===== src/rtl/vending_pkg.sv =====
// Shared definitions for the multi-coin vending machine.
// Holds the coin code constants and the controller state encoding so the
// top level and its sub-module agree on a single definition.
package vending_pkg;

    // Coin acceptor codes.
    localparam logic [1:0] COIN_NONE = 2'b00;
    localparam logic [1:0] COIN_C1   = 2'b01;
    localparam logic [1:0] COIN_C2   = 2'b10;
    localparam logic [1:0] COIN_C3   = 2'b11;

    // Controller states. IDLE and COLLECT differ only in whether credit is held.
    typedef enum logic [1:0] {
        IDLE     = 2'd0,
        COLLECT  = 2'd1,
        DISPENSE = 2'd2,
        CHANGE   = 2'd3
    } state_t;

endpackage


===== src/rtl/coin_value_decode.sv =====
// Combinational coin code to credit value decoder.
// Ports:
//   i_coin  - 2-bit coin code from the acceptor (00 = no coin)
//   o_value - credit value of that coin, 0 when no coin is present
module coin_value_decode
    import vending_pkg::*;
#(
    parameter int CREDIT_W = 8,
    parameter int VAL_C1   = 5,
    parameter int VAL_C2   = 10,
    parameter int VAL_C3   = 20
) (
    input  logic [1:0]          i_coin,
    output logic [CREDIT_W-1:0] o_value
);

    always_comb begin
        o_value = '0;
        case (i_coin)
            COIN_C1: o_value = CREDIT_W'(VAL_C1);
            COIN_C2: o_value = CREDIT_W'(VAL_C2);
            COIN_C3: o_value = CREDIT_W'(VAL_C3);
            default: o_value = '0;
        endcase
    end

endmodule


===== src/rtl/vending_machine_credit.sv =====
// Multi-coin, multi-product vending controller.
// Accumulates credit from coins, sells one of NUM_ITEMS products at a
// run-time price, and returns change or a full refund through a
// valid/ack handshake to the change hopper.
// Ports:
//   clk, reset    - clock and synchronous active-high reset
//   coin          - coin code, one coin per cycle
//   sel_valid/sel - product selection strobe and index
//   cancel        - refund request
//   price_tbl     - packed per-item prices, item i at [i*CREDIT_W +: CREDIT_W]
//   change_ack    - hopper has taken change_amt
//   dispense      - one-hot one-cycle dispense pulse
//   change_valid  - change_amt valid, held until change_ack
//   change_amt    - change or refund value
//   credit        - current credit for display
//   coin_reject   - one-cycle pulse, coin returned
//   sel_nak       - one-cycle pulse, selection refused
//   busy          - high while dispensing or returning change
module vending_machine_credit
    import vending_pkg::*;
#(
    parameter int NUM_ITEMS  = 4,
    parameter int CREDIT_W   = 8,
    parameter int MAX_CREDIT = 100,
    parameter int VAL_C1     = 5,
    parameter int VAL_C2     = 10,
    parameter int VAL_C3     = 20,
    localparam int SEL_W     = (NUM_ITEMS > 1) ? $clog2(NUM_ITEMS) : 1
) (
    input  logic                          clk,
    input  logic                          reset,
    input  logic [1:0]                    coin,
    input  logic                          sel_valid,
    input  logic [SEL_W-1:0]              sel,
    input  logic                          cancel,
    input  logic [NUM_ITEMS*CREDIT_W-1:0] price_tbl,
    input  logic                          change_ack,
    output logic [NUM_ITEMS-1:0]          dispense,
    output logic                          change_valid,
    output logic [CREDIT_W-1:0]           change_amt,
    output logic [CREDIT_W-1:0]           credit,
    output logic                          coin_reject,
    output logic                          sel_nak,
    output logic                          busy
);

    state_t                r_state, w_state_nxt;
    logic [CREDIT_W-1:0]   r_credit, w_credit_nxt;
    logic [SEL_W-1:0]      r_idx, w_idx_nxt;
    logic [CREDIT_W-1:0]   r_price, w_price_nxt;
    logic [NUM_ITEMS-1:0]  r_dispense, w_dispense_nxt;
    logic                  r_coin_reject, w_coin_reject_nxt;
    logic                  r_sel_nak, w_sel_nak_nxt;

    logic [CREDIT_W-1:0]   w_coin_val;
    logic [CREDIT_W:0]     w_sum;
    logic                  w_coin_present;
    logic                  w_sel_in_range;
    logic [CREDIT_W-1:0]   w_sel_price;
    logic [CREDIT_W-1:0]   w_remainder;

    coin_value_decode #(
        .CREDIT_W (CREDIT_W),
        .VAL_C1   (VAL_C1),
        .VAL_C2   (VAL_C2),
        .VAL_C3   (VAL_C3)
    ) u_coin_dec (
        .i_coin  (coin),
        .o_value (w_coin_val)
    );

    assign w_coin_present = (coin != COIN_NONE);
    // One extra bit so an over-ceiling sum can never wrap into a legal value.
    assign w_sum          = {1'b0, r_credit} + {1'b0, w_coin_val};
    assign w_remainder    = r_credit - r_price;

    // Price lookup; an index beyond NUM_ITEMS leaves w_sel_in_range low.
    always_comb begin
        w_sel_in_range = 1'b0;
        w_sel_price    = '0;
        for (int i = 0; i < NUM_ITEMS; i++) begin
            if (sel == SEL_W'(i)) begin
                w_sel_in_range = 1'b1;
                w_sel_price    = price_tbl[i*CREDIT_W +: CREDIT_W];
            end
        end
    end

    always_ff @(posedge clk) begin
        if (reset) begin
            r_state       <= IDLE;
            r_credit      <= '0;
            r_dispense    <= '0;
            r_coin_reject <= 1'b0;
            r_sel_nak     <= 1'b0;
        end else begin
            r_state       <= w_state_nxt;
            r_credit      <= w_credit_nxt;
            r_dispense    <= w_dispense_nxt;
            r_coin_reject <= w_coin_reject_nxt;
            r_sel_nak     <= w_sel_nak_nxt;
        end
    end

    // Sale bookkeeping is only meaningful once DISPENSE is entered.
    always_ff @(posedge clk) begin
        r_idx   <= w_idx_nxt;
        r_price <= w_price_nxt;
    end

    always_comb begin
        w_state_nxt       = r_state;
        w_credit_nxt      = r_credit;
        w_idx_nxt         = r_idx;
        w_price_nxt       = r_price;
        w_dispense_nxt    = '0;
        w_coin_reject_nxt = 1'b0;
        w_sel_nak_nxt     = 1'b0;

        case (r_state)
            IDLE, COLLECT: begin
                if (cancel) begin
                    // Cancel outranks everything; a selection here is dropped silently.
                    if (r_credit != '0) begin
                        w_state_nxt = CHANGE;
                    end
                    w_coin_reject_nxt = w_coin_present;
                end else if (sel_valid && w_sel_in_range && (r_credit >= w_sel_price)) begin
                    w_idx_nxt         = sel;
                    w_price_nxt       = w_sel_price;
                    w_state_nxt       = DISPENSE;
                    w_coin_reject_nxt = w_coin_present;
                end else begin
                    // A refused selection does not block a coin in the same cycle.
                    w_sel_nak_nxt = sel_valid;
                    if (w_coin_present) begin
                        if (w_sum <= (CREDIT_W+1)'(MAX_CREDIT)) begin
                            w_credit_nxt = w_sum[CREDIT_W-1:0];
                            w_state_nxt  = COLLECT;
                        end else begin
                            w_coin_reject_nxt = 1'b1;
                        end
                    end
                end
            end

            DISPENSE: begin
                w_dispense_nxt    = NUM_ITEMS'(1) << r_idx;
                w_credit_nxt      = w_remainder;
                w_state_nxt       = (w_remainder != '0) ? CHANGE : IDLE;
                w_coin_reject_nxt = w_coin_present;
            end

            CHANGE: begin
                w_coin_reject_nxt = w_coin_present;
                if (change_ack) begin
                    w_credit_nxt = '0;
                    w_state_nxt  = IDLE;
                end
            end

            default: begin
                w_state_nxt  = IDLE;
                w_credit_nxt = '0;
            end
        endcase
    end

    assign dispense     = r_dispense;
    assign coin_reject  = r_coin_reject;
    assign sel_nak      = r_sel_nak;
    assign credit       = r_credit;
    assign change_valid = (r_state == CHANGE);
    assign change_amt   = (r_state == CHANGE) ? r_credit : '0;
    assign busy         = (r_state == DISPENSE) || (r_state == CHANGE);

endmodule


===== config.mk =====
export PLATFORM = sky130hd
export DESIGN_NAME = vending_machine_credit
export DESIGN_NICKNAME = d
export VERILOG_FILES = /design/src/rtl/vending_pkg.sv /design/src/rtl/coin_value_decode.sv /design/src/rtl/vending_machine_credit.sv
export SDC_FILE = /design/constraint.sdc
export NUM_CORES = 1
export LEC_CHECK = 0
export CORE_ASPECT_RATIO = 1.25
export CORE_MARGIN = 5
export CORE_UTILIZATION = 45
export CTS_CLUSTER_SIZE = 20
export DETAILED_ROUTE_END_ITERATION = 8
export PLACE_DENSITY = 0.76
export SYNTH_ARGS = -nofsm -noshare
export SYNTH_HDL_FRONTEND = slang
export SYNTH_HIERARCHICAL = 1
export SYNTH_SLANG_ARGS = --single-unit
export TNS_END_PERCENT = 20

===== constraint.sdc =====
create_clock -name clk -period 9.83 [get_ports clk]
set_input_delay 1.4745 -clock clk [delete_from_list [all_inputs] [get_ports clk]]
set_output_delay 1.4745 -clock clk [all_outputs]
set_load 0.005 [all_outputs]

Word-level counts from Yosys, hierarchy flattened
Cells that the tools add are included.
Word-level totals
  flip-flop bits (word level): 26
  input port bits: 41
  output and inout port bits: 24
  logic and storage cells: 76
Operators by class
  $add $sub $neg: 2
  order comparisons: 2
  equal/unequal tests: 17
  shifts and indexed selects: 1
  mux-type cells: 29
  bitwise logic cells: 3
  reductions and logical operators: 15
Operators by type and width (number)
  2-to-1 mux 8 bit: 10
  one-hot mux 8 bit (3 select lines): 1
  nonzero test 8 bit: 2
  one-hot mux 5 bit (3 select lines): 1
  2-to-1 mux 2 bit: 7
  == test 2 bit, second input constant: 6
  inequality test 2 bit, second input constant: 5
  adder 8 x 8 -> 9 bit: 1
  less-or-equal comparator 9 x 7 -> 1 bit, second input constant: 1
  >= comparator 8 bit: 1
  2-to-1 mux 1 bit: 8
  inequality test 4 bit, second input constant: 2
  subtractor 8 bit: 1
  == test 2 x 1 -> 1 bit, second input constant: 3
  one-hot mux 2 bit (3 select lines): 1
  OR reduction 2 bit: 3
  AND reduction 5 bit: 1
  logical NOT 2 bit: 2
  AND reduction 4 bit: 1
  OR reduction 4 bit: 1
  << shifter 1 x 2 -> 4 bit, first input constant: 1
  inequality test 3 bit, second input constant: 1
  inverter 1 bit: 3
  AND reduction 3 bit: 1
  4 further kinds: 5

Longest topological paths before layout
Gate-level depths: netlist (run 1).
  word-level depth: 10
  depth in mapped cells: 11
  mapped depth without buffers: 11

By module
Netlist (run 1), hierarchy kept.
Modules (own cells, without submodules)
  vending_machine_credit: instances 1, cells each 253, area each 2301.0 um^2, sequential area each 620.6 um^2
  coin_value_decode: instances 1, cells each 9, area each 60.1 um^2, sequential area each 0.0 um^2

Worst setup path after synthesis (run 1)
No wires, ideal clock.
  path kind: input -> register
  start: in sel[0]
  end: reg r_credit[5] (netlist: credit[5])
  library setup time: 115 ps
  arrival: 4569 ps
  data required time: 9715 ps
  setup slack: 5147 ps
  cell stages on the path: 10
  path buffers: 1
  path through: clkbuf_1 > mux4_2 > ha_1 > nand2b_1 > a2111o_1 > a2111o_1 > a21oi_1 > a21oi_1 > mux2i_1 > a2111oi_0
Between the ends
  longest elaborated chain between the ends: 9
  elaborated cells between the ends (all ways): 17
  classes of those cells: 1 x order compare; 4 x eq/ne; 8 x mux; 4 x reduce/logical
RTL lines
  start: declaration: RTL line vending_machine_credit.sv:34  | input logic [SEL_W-1:0] sel,
  logical NOT 2 bit: RTL line vending_machine_credit.sv:82  | if (sel == SEL_W'(i)) begin
  2-to-1 mux 8 bit (3 in series): RTL line vending_machine_credit.sv:82
  2-to-1 mux 8 bit (*): RTL line vending_machine_credit.sv:82
  via w_sel_price[0]: RTL line vending_machine_credit.sv:59  | logic [CREDIT_W-1:0] w_sel_price;
  >= comparator 8 bit (*): RTL line vending_machine_credit.sv:128  | end else if (sel_valid && w_sel_in_range && (r_credit >= w_sel_price)) begin
  logical AND 1 bit (*): RTL line vending_machine_credit.sv:128
  inequality test 2 bit (no source line) (*)
  AND reduction 5 bit (no source line) (*)
  end signal: assignment: RTL line vending_machine_credit.sv:98  | r_credit <= w_credit_nxt;
  end: declaration: RTL line vending_machine_credit.sv:48  | logic [CREDIT_W-1:0] r_credit, w_credit_nxt;
The timed path passes the listed nets; every way through them passes the cells marked *.
A chain may end at the register's enable or synchronous reset.

Final worst setup path (run 1)
Ends and elaborated chain as after synthesis.

==> results of run 1 <==
layout by cell type, fill, tap and decap left out, types with 8 or more instances in the layout:
cell type	instances
and3_1	11
mux4_2	8
edfxtp_1	10
ha_1	23
nand2_1	9
a21oi_1	14
inv_1	25
o21ai_0	9
nor3_1	8
nor2_1	17
clkdlybuf4s50_1	64
dfxtp_1	16
registers in the layout (all words and copies together) (netlist names):
register	count
r_idx	2
sel_nak	1
r_state	2
dispense	4
r_price	8
coin_reject	1
credit	8
layout make-up:
cell class | instances | share of cell area
Tap cell | 62 | 0.02510
Inverter | 25 | 0.03036
Clock inverter | 1 | 0.009717
Sequential cell | 26 | 0.2008
Timing Repair Buffer | 64 | 0.2073
Clock buffer | 3 | 0.01336
Multi-Input combinational cell | 199 | 0.5134
through the flow:
step | hold WS [ns] | cells | cell area [um2]
2_1_floorplan | 0.4463 | 264 | 2369
3_3_place_gp | 0.4826 | 376 | 3019
3_5_place_dp | 0.4846 | 376 | 3019
4_1_cts | 0.4989 | 380 | 3090
5_1_grt | 0.5192 | 380 | 3090
6_report | 0.4998 | 380 | 3090
metal layers:
metal,routed length [um],track usage,vias up
li1,-,-,1094
met1,2425,0.2024,1039
met2,3223,0.3277,99
met3,426,0.03315,20
met4,203,0.08160,0
met5,0,0,-
kinds of logic after synthesis:
family / after synthesis
compound gates: 63
xor+xnor: 9
fa+ha+maj: 25
buf+inv: 39
flops: 26
mux: 11
other cells: 1
simple gates: 88
report_power, final:
part / internal (mW) / switching [mW]
clock network: 0.0545 / 0.0361
registers: 0.138 / 0.0579
logic: 0.240 / 0.254
total: 0.432 / 0.348
worst paths after layout:
| path | start | endpoint | slack (ns) | cells past startpoint |
|---|---|---|---|---|
| worst max register to register | credit[0]$_SDFFE_PP0P_ | credit[5]$_SDFFE_PP0P_ | 6.57 | 9 |
| worst min-delay path | r_idx[0]$_DFFE_PP_ | dispense[0]$_SDFF_PP0_ | 0.50 | 1 |
| worst max-delay path | sel[0] | credit[5]$_SDFFE_PP0P_ | 4.61 | 10 |
| worst min register to register | r_idx[0]$_DFFE_PP_ | dispense[0]$_SDFF_PP0_ | 0.50 | 1 |
worst reg2reg max path, cell delays in order, from the launching register on:
cell and delay (ns):
dfxtp_1 0.50, inv_1 0.15, ha_1 0.30, nand2b_1 0.13, a2111o_1 0.43, a2111o_1 0.42, a21oi_1 0.39, a21oi_1 0.23
mux2i_1 0.20, a2111oi_0 0.40
==> flow_metrics.tcl, run 1 <==
set metrics [dict create \
    n_fill_cell 468 \
    grt_setup_unrepaired "no" \
    boundaryPins 65 \
    layout-area-overhead-vs-synth_pct 30.90 \
    asyncSetResetFlopFracSynth 0 \
    antennaDiodeCount 0 \
    ctsResizeCount 0 \
    ff_latch_area_um2 620.6 \
    synth_xor_area_frac 0.03339 \
    ir_drop_mv 0.09546 \
    clk_pin_slew_worst_paths_ns 0.09 \
    tritoncts.num_buffers 3 \
    worst_slack_at_placement_ns 4.292 \
    gpl.final_weighted_congestion 0.9207 \
    num-nets-final 385 \
    placement_rows 29 \
    report.final.setup_viol 0 \
    synth_area_um2 2361 \
    grt_pass1_wl_um 9915 \
    die-area_um2 6804 \
    synth_area_leader_cell "dfxtp_1" \
    synth_enable_flop_cells 10 \
    finalWirelength_um 6279 \
    setup-tns-final_ns 0 \
    leakage_component_of_the_power_nw 1.290 \
    timing_max_transition_violations_final 0 \
    ant_nets 0 \
    synth-adder-area-share 0.1388 \
    critPathBufInv 1 \
    p_total_mw 0.7797 \
    layout.core_utilization 0.6084 \
    detail_route.drc_violations 0 \
    worst_ep_arrival_time_ns 5.37 \
    first_global_vias 2250 \
    hold_viol_final 0 \
    start_util 0.4648 \
    synth-compound-area-share 0.1876 \
    root_driver "clkbuf_8" \
    cp_cell_sequence "clkdlybuf4s50_1 > mux4_2 > ha_1 > nand2b_1 > a2111o_1 > a2111o_1 > a21oi_1 > a21oi_1 > mux2i_1 > a2111oi_0" \
    timing_worst_slew_pin_value_ns 0.6916 \
    cts-hold-fix-buffers 0 \
    cp-end-kind "flop" \
    synthMuxAreaShare 0.08956 \
    post-dp-hpwl_um 5113 \
    synth_most_common_cell "inv_1" \
    drt_pre_antenna_iters 4 \
    critPathMaxStageDelay_ns 0.83 \
    critPathKind "in -> reg" \
    maxcap_viol_count 0 \
    synthTopCellsByArea "dfxtp_1 14%, edfxtp_1 13%, ha_1 12%, mux4_2 7.6%, inv_1 4.0%" \
    grt_start_max_net_pins 24 \
    antenna_found_initial 0 \
    multiInputGateArea_um2 1587 \
    fmax_mhz 191.6 \
    grt_resource_usage_total 0.1826 \
    timing.final.crit_share 0.5308 \
    h-tree-depth 1 \
    hold_class "reg -> reg" \
    vias_per_cell 5.926 \
    synth_top_area_share 0.1357 \
    timing.critical_path.from_type "input pin" \
    timing.final.crit_period_ns 5.218 \
    yosys_most_used_dff "dfxtp_1" \
    die_height_um 90.99 \
    post_synth_most_frequent_cells "25 x inv_1, 23 x ha_1, 17 x nor2_1" \
    dominant_combinational_cell_family_by_area_after_synthesis "simple AND/OR/NAND/NOR gates" \
    seq_area_frac_synth 0.2629 \
    power_density_nw_per_um2 252.3 \
    post_synth_and_or_nand_nor_area_fraction 0.2178 \
    worstPathRequired_ns 9.98 \
    final_setup_skew_ns 0.006098 \
    routed-via-count 2252 \
    grt.overflow.total 0 \
    tritoncts_clock_tree "done" \
    run_status "finished, final reports clean" \
    syn_inst 262 \
    clkLatencyLatePin_ns 0.28 \
    slowest_stage "clkdlybuf4s50_1" \
    ys_seq_elements 26 \
    port_buffers 64 \
    fp.coreArea_um2 5080 \
    critPathMaxFanout 9 \
    synth_warnings 6 \
    die_w_um 74.79 \
    postLayoutSetupSlackWorst_ns 4.612 \
    initialDrtViolationCount 177 \
    post_route_cells_drive_above_1_share 0.07233 \
    cts_buffer_depth 2 \
    timing.slew.headroom 0.5383 \
    post_synth_num_cell_types 60 \
    synth.avg_cell_area_um2 9.012 \
    clock_sinks 26 \
    route.detailed.wl_per_inst_um 16.52 \
    cts_setup_buffers 0 \
    cp_top_family "compound AO/OA/AOI/OAI gates" \
]
Note: power is estimated with default switching activity, not from simulation.
==> inputs of run 2 (changes only) <==
Clock period 9.83 ns to 5.1 ns, I/O delays scaled along.
==> run 2 against run 1 <==
  * Non-clock buffer count up 1
  * First-iteration DRC count up 42%
  * Cell count up 0.26%
  * Clock skew about the same
  * Register-to-register slack worse by 4.7 ns
  * Critical path type unchanged
  * Largest cell class unchanged
  * Largest power group unchanged
==> flow_metrics.tcl, run 2 (synthesized netlist as in run 1, its figures left out) <==
set metrics [dict create \
    run_status "finished, final reports clean" \
    p_total_mw 1.509 \
    vias_per_cell 5.913 \
    cts_setup_buffers 0 \
    grt_setup_unrepaired "no" \
    finalWirelength_um 6343 \
    hold_class "reg -> reg" \
    timing.final.crit_period_ns 4.140 \
    placement_rows 29 \
    timing_max_transition_violations_final 0 \
    worst_ep_arrival_time_ns 4.30 \
    maxcap_viol_count 0 \
    boundaryPins 65 \
    postLayoutSetupSlackWorst_ns 0.9597 \
    post-dp-hpwl_um 5120 \
    antennaDiodeCount 0 \
    cp-end-kind "flop" \
    power_density_nw_per_um2 487.2 \
    h-tree-depth 1 \
    worst_slack_at_placement_ns 0.6971 \
    port_buffers 64 \
    start_util 0.4648 \
    timing.slew.headroom 0.5109 \
    clk_pin_slew_worst_paths_ns 0.09 \
    hold_viol_final 0 \
    critPathKind "in -> reg" \
    initialDrtViolationCount 251 \
    die_height_um 90.99 \
    num-nets-final 386 \
    final_setup_skew_ns 0.006467 \
    ir_drop_mv 0.1729 \
    drt_pre_antenna_iters 4 \
    gpl.final_weighted_congestion 0.9248 \
    ctsResizeCount 0 \
    timing_worst_slew_pin_value_ns 0.7327 \
    grt_resource_usage_total 0.1912 \
    cts-hold-fix-buffers 0 \
    final_cell_mix "64 x clkdlybuf4s50_1, 25 x inv_1, 23 x ha_1" \
    routed-via-count 2253 \
    tritoncts_clock_tree "done" \
    cts_buffer_depth 2 \
    timing.final.crit_share 0.8118 \
    timing.critical_path.from_type "input pin" \
    clock_sinks 26 \
    n_fill_cell 439 \
    post_route_cells_drive_above_1_share 0.07524 \
    layout.cells.most_common "clkdlybuf4s50_1" \
    clkLatencyLatePin_ns 0.28 \
    fmax_mhz 241.5 \
    tritoncts.num_buffers 3 \
    ant_nets 0 \
    layout-area-overhead-vs-synth_pct 31.21 \
    layout.core_utilization 0.6099 \
    antenna_found_initial 0 \
    critPathMaxFanout 8 \
    worst_hold_slack_ns 0.5152 \
    first_global_vias 2257 \
    die_w_um 74.79 \
    setup-tns-final_ns 0 \
    root_driver "clkbuf_8" \
    leakage_component_of_the_power_nw 1.295 \
    route.detailed.wl_per_inst_um 16.65 \
    fp.coreArea_um2 5080 \
    die-area_um2 6804 \
    grt_pass1_wl_um 10310 \
    grt.overflow.total 0 \
    worstPathRequired_ns 5.26 \
    grt_start_max_net_pins 24 \
    detail_route.drc_violations 0 \
    report.final.setup_viol 0 \
]
## run 2: cell types whose count changed in the layout (fill, tap and decap cells not counted), sizes merged
cell / delta
buf: +1
## run 2: where the power goes
part	leakage [nW]	internal, mW	switching [mW]
sequential	0.221	0.265	0.110
combinational	1.04	0.462	0.496
clock	0.0357	0.105	0.0704
## run 2: path summary, 6_finish.rpt
path	slack, ns	depth (start not counted)	end	from
setup / recovery	0.96	11	credit[5]$_SDFFE_PP0P_	sel[0]
hold / removal	0.52	1	dispense[0]$_SDFF_PP0_	r_idx[0]$_DFFE_PP_
setup reg to reg	1.90	9	credit[5]$_SDFFE_PP0P_	credit[0]$_SDFFE_PP0P_
hold reg to reg	0.52	1	dispense[0]$_SDFF_PP0_	r_idx[0]$_DFFE_PP_
## run 2: stage by stage
step	area, um2	cells
floorplan	2369	264
global placement	3027	377
detailed placement	3027	377
CTS	3098	381
global route	3098	381
finish	3098	381
## run 2: layer usage
layer  vias up  track usage  wire, um
met1      1015       0.2219      2295
met2       112       0.3343      3184
met5         -            0         0
li1       1097            -         -
met4         0      0.08160       268
met3        29      0.03425       594
## run 2: layout make-up
| type | instances | area (um2) | area share |
|---|---|---|---|
| timing repair buffer | 65 | 648.1 | 0.2092 |
| multi-input combinational | 199 | 1587 | 0.5121 |
| tap | 62 | 77.57 | 0.02504 |
| clock inverter | 1 | 30.03 | 0.009693 |
| clock buffer | 3 | 41.29 | 0.01333 |
| inverter | 25 | 93.84 | 0.03029 |
| sequential | 26 | 620.6 | 0.2003 |
## run 2: critical path: stages
cell and delay, ns:
clkdlybuf4s50_1 0.53, buf_4 0.22, mux4_2 0.52, inv_1 0.07
ha_1 0.22, a2111o_1 0.38, a2111o_1 0.42, a21oi_1 0.39
a21oi_1 0.22, mux2i_1 0.19, a2111oi_0 0.37
